===== config.mk =====
export PLATFORM = sky130hd
export DESIGN_NAME = serial_frame_rx
export DESIGN_NICKNAME = d
export VERILOG_FILES = /design/src/rtl/serial_frame_rx.sv
export SDC_FILE = /design/constraint.sdc
export NUM_CORES = 1
export LEC_CHECK = 0
export BUFFER_PORTS_ARGS = -buffer_cell sky130_fd_sc_hd__buf_2
export CAP_MARGIN = 30
export CORE_MARGIN = 3
export CORE_UTILIZATION = 40
export DETAILED_ROUTE_END_ITERATION = 8
export GPL_TIMING_DRIVEN = 1
export SLEW_MARGIN = 0
export SYNTH_ARGS = -nofsm -noshare
export SYNTH_HDL_FRONTEND = slang
export SYNTH_SLANG_ARGS = --single-unit

===== constraint.sdc =====
create_clock -name clk -period 4 [get_ports clk]
set_input_delay 0.2 -clock clk [delete_from_list [all_inputs] [get_ports clk]]
set_output_delay 0.2 -clock clk [all_outputs]
set_load 0.1 [all_outputs]

===== src/rtl/serial_frame_rx.sv =====
// Serial frame receiver: hunts for SYNC_PAT, then deserializes a DATA_W-bit payload MSB first.
// Define FRAME_PARITY_EN to add a trailing even-parity bit per frame; otherwise parity_err stays 0.
module serial_frame_rx #(
  parameter int                DATA_W   = 8,
  parameter int                SYNC_W   = 4,
  parameter logic [SYNC_W-1:0] SYNC_PAT = 4'b1011
) (
  input  logic              clk,
  input  logic              rst,
  input  logic              sin_en,
  input  logic              sin,
  output logic [DATA_W-1:0] dout,
  output logic              dout_valid,
  output logic              parity_err,
  output logic              busy
);

  localparam int CNT_W  = $clog2(DATA_W) + 1;
  localparam int FILL_W = $clog2(SYNC_W);

  localparam logic [FILL_W-1:0] FILL_MAX = FILL_W'(SYNC_W - 1);
  localparam logic [CNT_W-1:0]  CNT_LAST = CNT_W'(DATA_W - 1);

  typedef enum logic [1:0] {
    S_HUNT,
    S_DATA,
    S_PARITY
  } state_t;

  state_t              state_q, state_d;
  logic [SYNC_W-2:0]   hist_q, hist_d;
  logic [FILL_W-1:0]   fill_q, fill_d;
  logic [CNT_W-1:0]    cnt_q, cnt_d;
  logic [DATA_W-1:0]   payload_q, payload_d;
  logic [DATA_W-1:0]   dout_q, dout_d;
  logic                dout_valid_q, dout_valid_d;
  logic                parity_err_q, parity_err_d;
  logic                busy_q, busy_d;

  // Window of the last SYNC_W received bits, newest in the LSB.
  logic [SYNC_W-1:0]   hunt_win;
  assign hunt_win = {hist_q, sin};

  always_comb begin
    // NOTE: every _d starts from its held value so no path leaves a signal unassigned (no latches).
    state_d      = state_q;
    hist_d       = hist_q;
    fill_d       = fill_q;
    cnt_d        = cnt_q;
    payload_d    = payload_q;
    dout_d       = dout_q;
    dout_valid_d = 1'b0;
    parity_err_d = parity_err_q;

    if (sin_en) begin
      unique case (state_q)
        S_HUNT: begin
          hist_d = hunt_win[SYNC_W-2:0];
          if (fill_q != FILL_MAX) fill_d = fill_q + 1'b1;
          if (fill_q == FILL_MAX && hunt_win == SYNC_PAT) begin
            state_d = S_DATA;
            cnt_d   = '0;
          end
        end
        S_DATA: begin
          payload_d = {payload_q[DATA_W-2:0], sin};
          cnt_d     = cnt_q + 1'b1;
          if (cnt_q == CNT_LAST) begin
`ifdef FRAME_PARITY_EN
            state_d = S_PARITY;
`else
            dout_d       = payload_d;
            dout_valid_d = 1'b1;
            state_d      = S_HUNT;
            hist_d       = '0;
            fill_d       = '0;
`endif
          end
        end
        S_PARITY: begin
          dout_d       = payload_q;
          parity_err_d = (^payload_q) ^ sin;
          dout_valid_d = 1'b1;
          state_d      = S_HUNT;
          hist_d       = '0;
          fill_d       = '0;
        end
        default: state_d = S_HUNT;
      endcase
    end

    busy_d = (state_d != S_HUNT);
  end

  always_ff @(posedge clk or negedge rst) begin
    if (!rst) begin
      state_q      <= S_HUNT;
      hist_q       <= '0;
      fill_q       <= '0;
      cnt_q        <= '0;
      payload_q    <= '0;
      dout_q       <= '0;
      dout_valid_q <= 1'b0;
      parity_err_q <= 1'b0;
      busy_q       <= 1'b0;
    end else begin
      // NOTE: non-blocking assignments so every flop samples the pre-edge values.
      state_q      <= state_d;
      hist_q       <= hist_d;
      fill_q       <= fill_d;
      cnt_q        <= cnt_d;
      payload_q    <= payload_d;
      dout_q       <= dout_d;
      dout_valid_q <= dout_valid_d;
      parity_err_q <= parity_err_d;
      busy_q       <= busy_d;
    end
  end

  assign dout       = dout_q;
  assign dout_valid = dout_valid_q;
  assign parity_err = parity_err_q;
  assign busy       = busy_q;

endmodule


---- After elaboration in Yosys (flattened, before gate mapping) ----
Index checks and enable logic that the tools add are counted.
storage, ports and cells
  output and inout bits ................... 11
  logic and storage cells ................. 50
  register bits after elaboration ......... 30
  input port bits ......................... 4
cells by class
  add/sub/neg operators ................... 2
  reduce and logical (&&, ||, !) cells .... 13
  bitwise logic cells ..................... 1
  eq/ne operators ......................... 9
  muxes and demuxes ....................... 16
operator list
  cell                                                              number
  8-bit case mux with 2 select lines                                1
  2-bit 2-to-1 mux                                                  5
  3-bit case mux with 3 select lines                                1
  3-bit AND reduction                                               3
  8-bit 2-to-1 mux                                                  1
  2-bit != test (second input constant)                             4
  4-bit case mux with 2 select lines                                1
  8-bit parity                                                      1
  2-bit case mux with 3 select lines                                1
  2-bit nonzero test                                                3
  4-bit by 1-bit adder with 4-bit output (second input constant)    1
  2-bit == test (second input constant)                             2
  4-bit by 3-bit == test with 1-bit output (second input constant)  1
  4-bit == test (second input constant)                             1
  4-bit 2-to-1 mux                                                  1
  2-bit case mux with 2 select lines                                1
  2-bit AND reduction                                               2
  4-bit AND reduction                                               1
  3-bit 2-to-1 mux                                                  1
  3-bit nonzero test                                                1
  2-bit by 1-bit adder with 2-bit output (second input constant)    1
  2-bit by 1-bit == test with 1-bit output (second input constant)  1
  2-bit zero test                                                   1
  1-bit 2-to-1 mux                                                  2
  other kinds (3)                                                   3

---- Longest topological paths before layout ----
  depth after elaboration ................. 6
  gate-level depth with buffers ........... 8
  mapped depth without buffers ............ 6

---- Worst setup path after synthesis ----
Ideal clock, no wire load.
  path type ............................... register to register
  from .................................... register state_q[1]
  to ...................................... register fill_q[0]
  path slack .............................. 2373 ps
  clock period less this slack ............ 1627 ps
  data required time ...................... 3875 ps
  data arrival time ....................... 1502 ps
  stages on the path, launching flop included .. 8
  buffers on the path ..................... 1
  setup time .............................. 125 ps
  cells stage by stage .................... dfrtp_1 -> inv_1 -> ha_1 -> buf_2 -> inv_1 -> o21ai_4 -> a211oi_2 -> mux2_2
between the ends
  cells in the longest elaborated chain, start to end .. 3
  elaborated cells between the ends (all ways) .. 8
  those cells by class .................... eq/ne: 4; mux: 1; reduce/logical: 3
ends and longest elaborated chain
  what                                                                  RTL line  RTL
  start: declaration                                                    30        state_t state_q, state_d;
  start signal: assignment                                              108       state_q <= state_d;
  2-bit by 1-bit == test with 1-bit output (tied with other cells)      56        unique case (state_q)
  2-bit != test (no source line) or 3-bit nonzero test (tied branches)  n/a
  4-bit AND reduction (no source line)                                  n/a
  end signal: assignment                                                110       fill_q <= fill_d;
  end: declaration                                                      32        logic [FILL_W-1:0] fill_q, fill_d;
Several ways; a longest one is shown, not always the timed one.
A chain may end at the register's enable or synchronous reset.

---- Worst setup path after layout ----
  from .................................... register state_q[0]
  to ...................................... register dout_q[5] (netlist: dout[5])
between the ends
  cells in the longest elaborated chain, start to end .. 3
  elaborated cells between the ends (all ways) .. 6
  those cells by class .................... eq/ne: 3; mux: 1; reduce/logical: 2
ends and longest elaborated chain
  what                                                                       RTL line  RTL
  2-bit by 1-bit == test with 1-bit output or 2-bit == test (tied branches)  56
  2-bit != test (no source line) or 2-bit nonzero test (tied branches)       n/a
  3-bit AND reduction (no source line)                                       n/a
  end signal: assignment                                                     113       dout_q <= dout_d;
  end: declaration                                                           35        logic [DATA_W-1:0] dout_q, dout_d;
Several ways; a longest one is shown, not always the timed one.

==> results_dict.tcl <==
set metrics [dict create \
    fillers 325 \
    drive_gt1_share_pct 22.5 \
    routedWlPerCell_um 13.2 \
    cts.htree.levels 2 \
    grtUsageMet2_pct 23.2 \
    grt_max_degree 31 \
    crit_chain "inv_1 -> ha_1 -> nor2b_1 -> o21ai_2 -> o21ai_0" \
    final_common_cell "dfrtp_1" \
    avgSynthCellArea_um2 11.4 \
    synthTopCellsByArea "dfrtp_1, mux2_2, o21ai_0" \
    cp.depth 5 \
    synth_cell_types 31 \
    power.leakage_uw 0.000808 \
    io_buffers 14 \
    grt_remaining_overflow 0 \
    fin_crit_ns 1.83 \
    gr-usage-met3_pct 3.99 \
    crit_path_end_kind "flip-flop" \
    synthArstFlopShare_pct 100 \
    gp_congestion 0.890 \
    start_util_pct 43.3 \
    grt_pass1_vias 1084 \
    yosys.area.top_type_share_pct 49.6 \
    path_max_fanout 16 \
    grt.total_usage_pct 14.0 \
    reg2reg_depth 5 \
    synth_area_um2 1510 \
    grt.busiest_layer "met2" \
    r2r_start "state_q[0]" \
    power.total_uw 1140 \
    finalNonFillerCells 197 \
    drc 0 \
    place_area_um2 1620 \
    clkSinkCount 30 \
    cts_setup_buffers 0 \
    synthCells 133 \
    critical_path.top_delay_family "compound AO/OA/AOI/OAI gates" \
    min_period_over_period_pct 45.7 \
    grt_pass1_wl_um 4800 \
    fin_area_um2 1700 \
    fin_skew_ns 0.00442 \
    maxSlewHeadroom_pct 55.4 \
    clkTransAtPathRegs_ns 0.06 \
    critPathKind "reg2reg" \
    synthesis.nets 143 \
    ir_worst_vdd_mv 0.316 \
    max_freq_ghz 0.547 \
    area_growth_pct 12.7 \
    yosysSeqAreaShare_pct 49.6 \
    required_ns 4.13 \
    rsz0062_at_grt "no" \
    crit_start "state_q[0]" \
    fin_util_pct 48.8 \
    dp_hpwl_um 1940 \
    clk_latency_ns 0.27 \
    critPathBufInv 1 \
    firstDrtPassIters 4 \
    wl_um 2610 \
    clockBufferDepth 2 \
    die_x_um 67.5 \
    status "finished, final reports clean" \
    drt_iter0_drc 39 \
    vias_per_cell 5.13 \
    io_pins 15 \
    die-area_um2 4560 \
    met1_usage_pct 17.7 \
    cts.repair.resized 0 \
    rows 21 \
    slowest_stage "o21ai_2" \
    diodes 0 \
    worstPathArrival_ns 1.95 \
    place_inst 189 \
    cts-root-buf "clkbuf_8" \
    core-area_um2 3490 \
    hold_start "sin" \
    final_cell_mix "dfrtp_1, o21ai_0, nand2_1, buf_2, mux2_2" \
    ant_nets 0 \
    setup_tns_ns 0 \
    ys.flop_type "dfrtp_1" \
    synth_edf_count 0 \
    drv_cap 0 \
    cts_tree "done" \
    nets 161 \
    die_h_um 67.5 \
    grt_antenna_before_repair 0 \
    hold_viol_final 0 \
    min_path_type "in2reg" \
    setup_violations 0 \
    setup.worst_path.start_class "flip-flop" \
    numCtsBuffers 5 \
    ys_ff_latch 30 \
    yosysTopAreaCell "dfrtp_1" \
    holdPathStages 3 \
    yosysWarnings 0 \
    powerDensity_nw_per_um2 668 \
    critPathMaxStageDelay_ns 0.42 \
    cts_hold_buf 1 \
    worstMarginPinSlew_ns 0.669 \
    slew_violations 0 \
    via_count 1011 \
]
## report_power, final
group          internal, uW  total (uW)  switching (uW)
Combinational           167         481             313
Sequential              377         439            62.3
Clock                   119         219            99.6
## per-layer routing
layer  wire (um)  part of all wire, %
met4          19                 0.73
met3          86                  3.3
met2        1230                   47
met1        1270                   49
met5           0                    0
## through the flow
| step | hold slack [ns] | setup slack, ns |
|---|---|---|
| 6_report | 0.249 | 2.17 |
| 5_1_grt | 0.271 | 1.91 |
| 4_1_cts | 0.252 | 2.13 |
| 3_5_place_dp | 0.271 | 2.12 |
| 3_3_place_gp | 0.259 | 2.18 |
| 2_1_floorplan | -0.0956 | 2.37 |
## final timing paths
kind / endpoint / slack, ns
setup reg to reg: dout[5] / 2.17
setup / recovery: dout[5] / 2.17
hold / removal: hist_q[0] / 0.25
hold reg to reg: dout[2] / 0.48
min in group asynchronous: parity_err / 0.50
max in group asynchronous: fill_q[1] / 3.07
## Yosys cell counts, drive strengths merged, types with 3 or more instances
library cell,n
nand2,15
o31ai,3
dfrtp,30
mux2i,8
mux2,10
o21ai,20
o41ai,3
nor2,3
inv,7
ha,6
xnor2,4
buf,4
## layout make-up
| cell class | count | area (um^2) | area share [%] |
|---|---|---|---|
| Multi-Input combinational cell | 92 | 713 | 41.9 |
| Tap cell | 46 | 57.6 | 3.38 |
| Clock buffer | 7 | 76.3 | 4.48 |
| Sequential cell | 30 | 751 | 44.1 |
| Timing Repair Buffer | 15 | 80.1 | 4.70 |
| Inverter | 7 | 26.3 | 1.54 |
## worst register-to-register path: cells and delay by family, from the launching register on
family,cells,cell delay (ns)
AO/OA/AOI/OAI,2,0.60
flip-flops,1,0.40
adder cells (fa/ha/maj),1,0.38
AND/OR/NAND/NOR,1,0.22
buffers and inverters,1,0.08
## cells by family after synthesis
group	share of synthesized area, %
simple gates	10.5
buf+inv	3.23
fa+ha+maj	4.96
compound gates	14.0
mux	12.7
xor+xnor	4.96
flops	49.6
## registers in the layout (all words and copies together) (netlist names)
register,flops
fill_q,2
payload_q,8
dout_valid,1
state_q,2
hist_q,3
parity_err,1
cnt_q,4
busy,1
dout,8
Power figures use the tool's default switching activity.
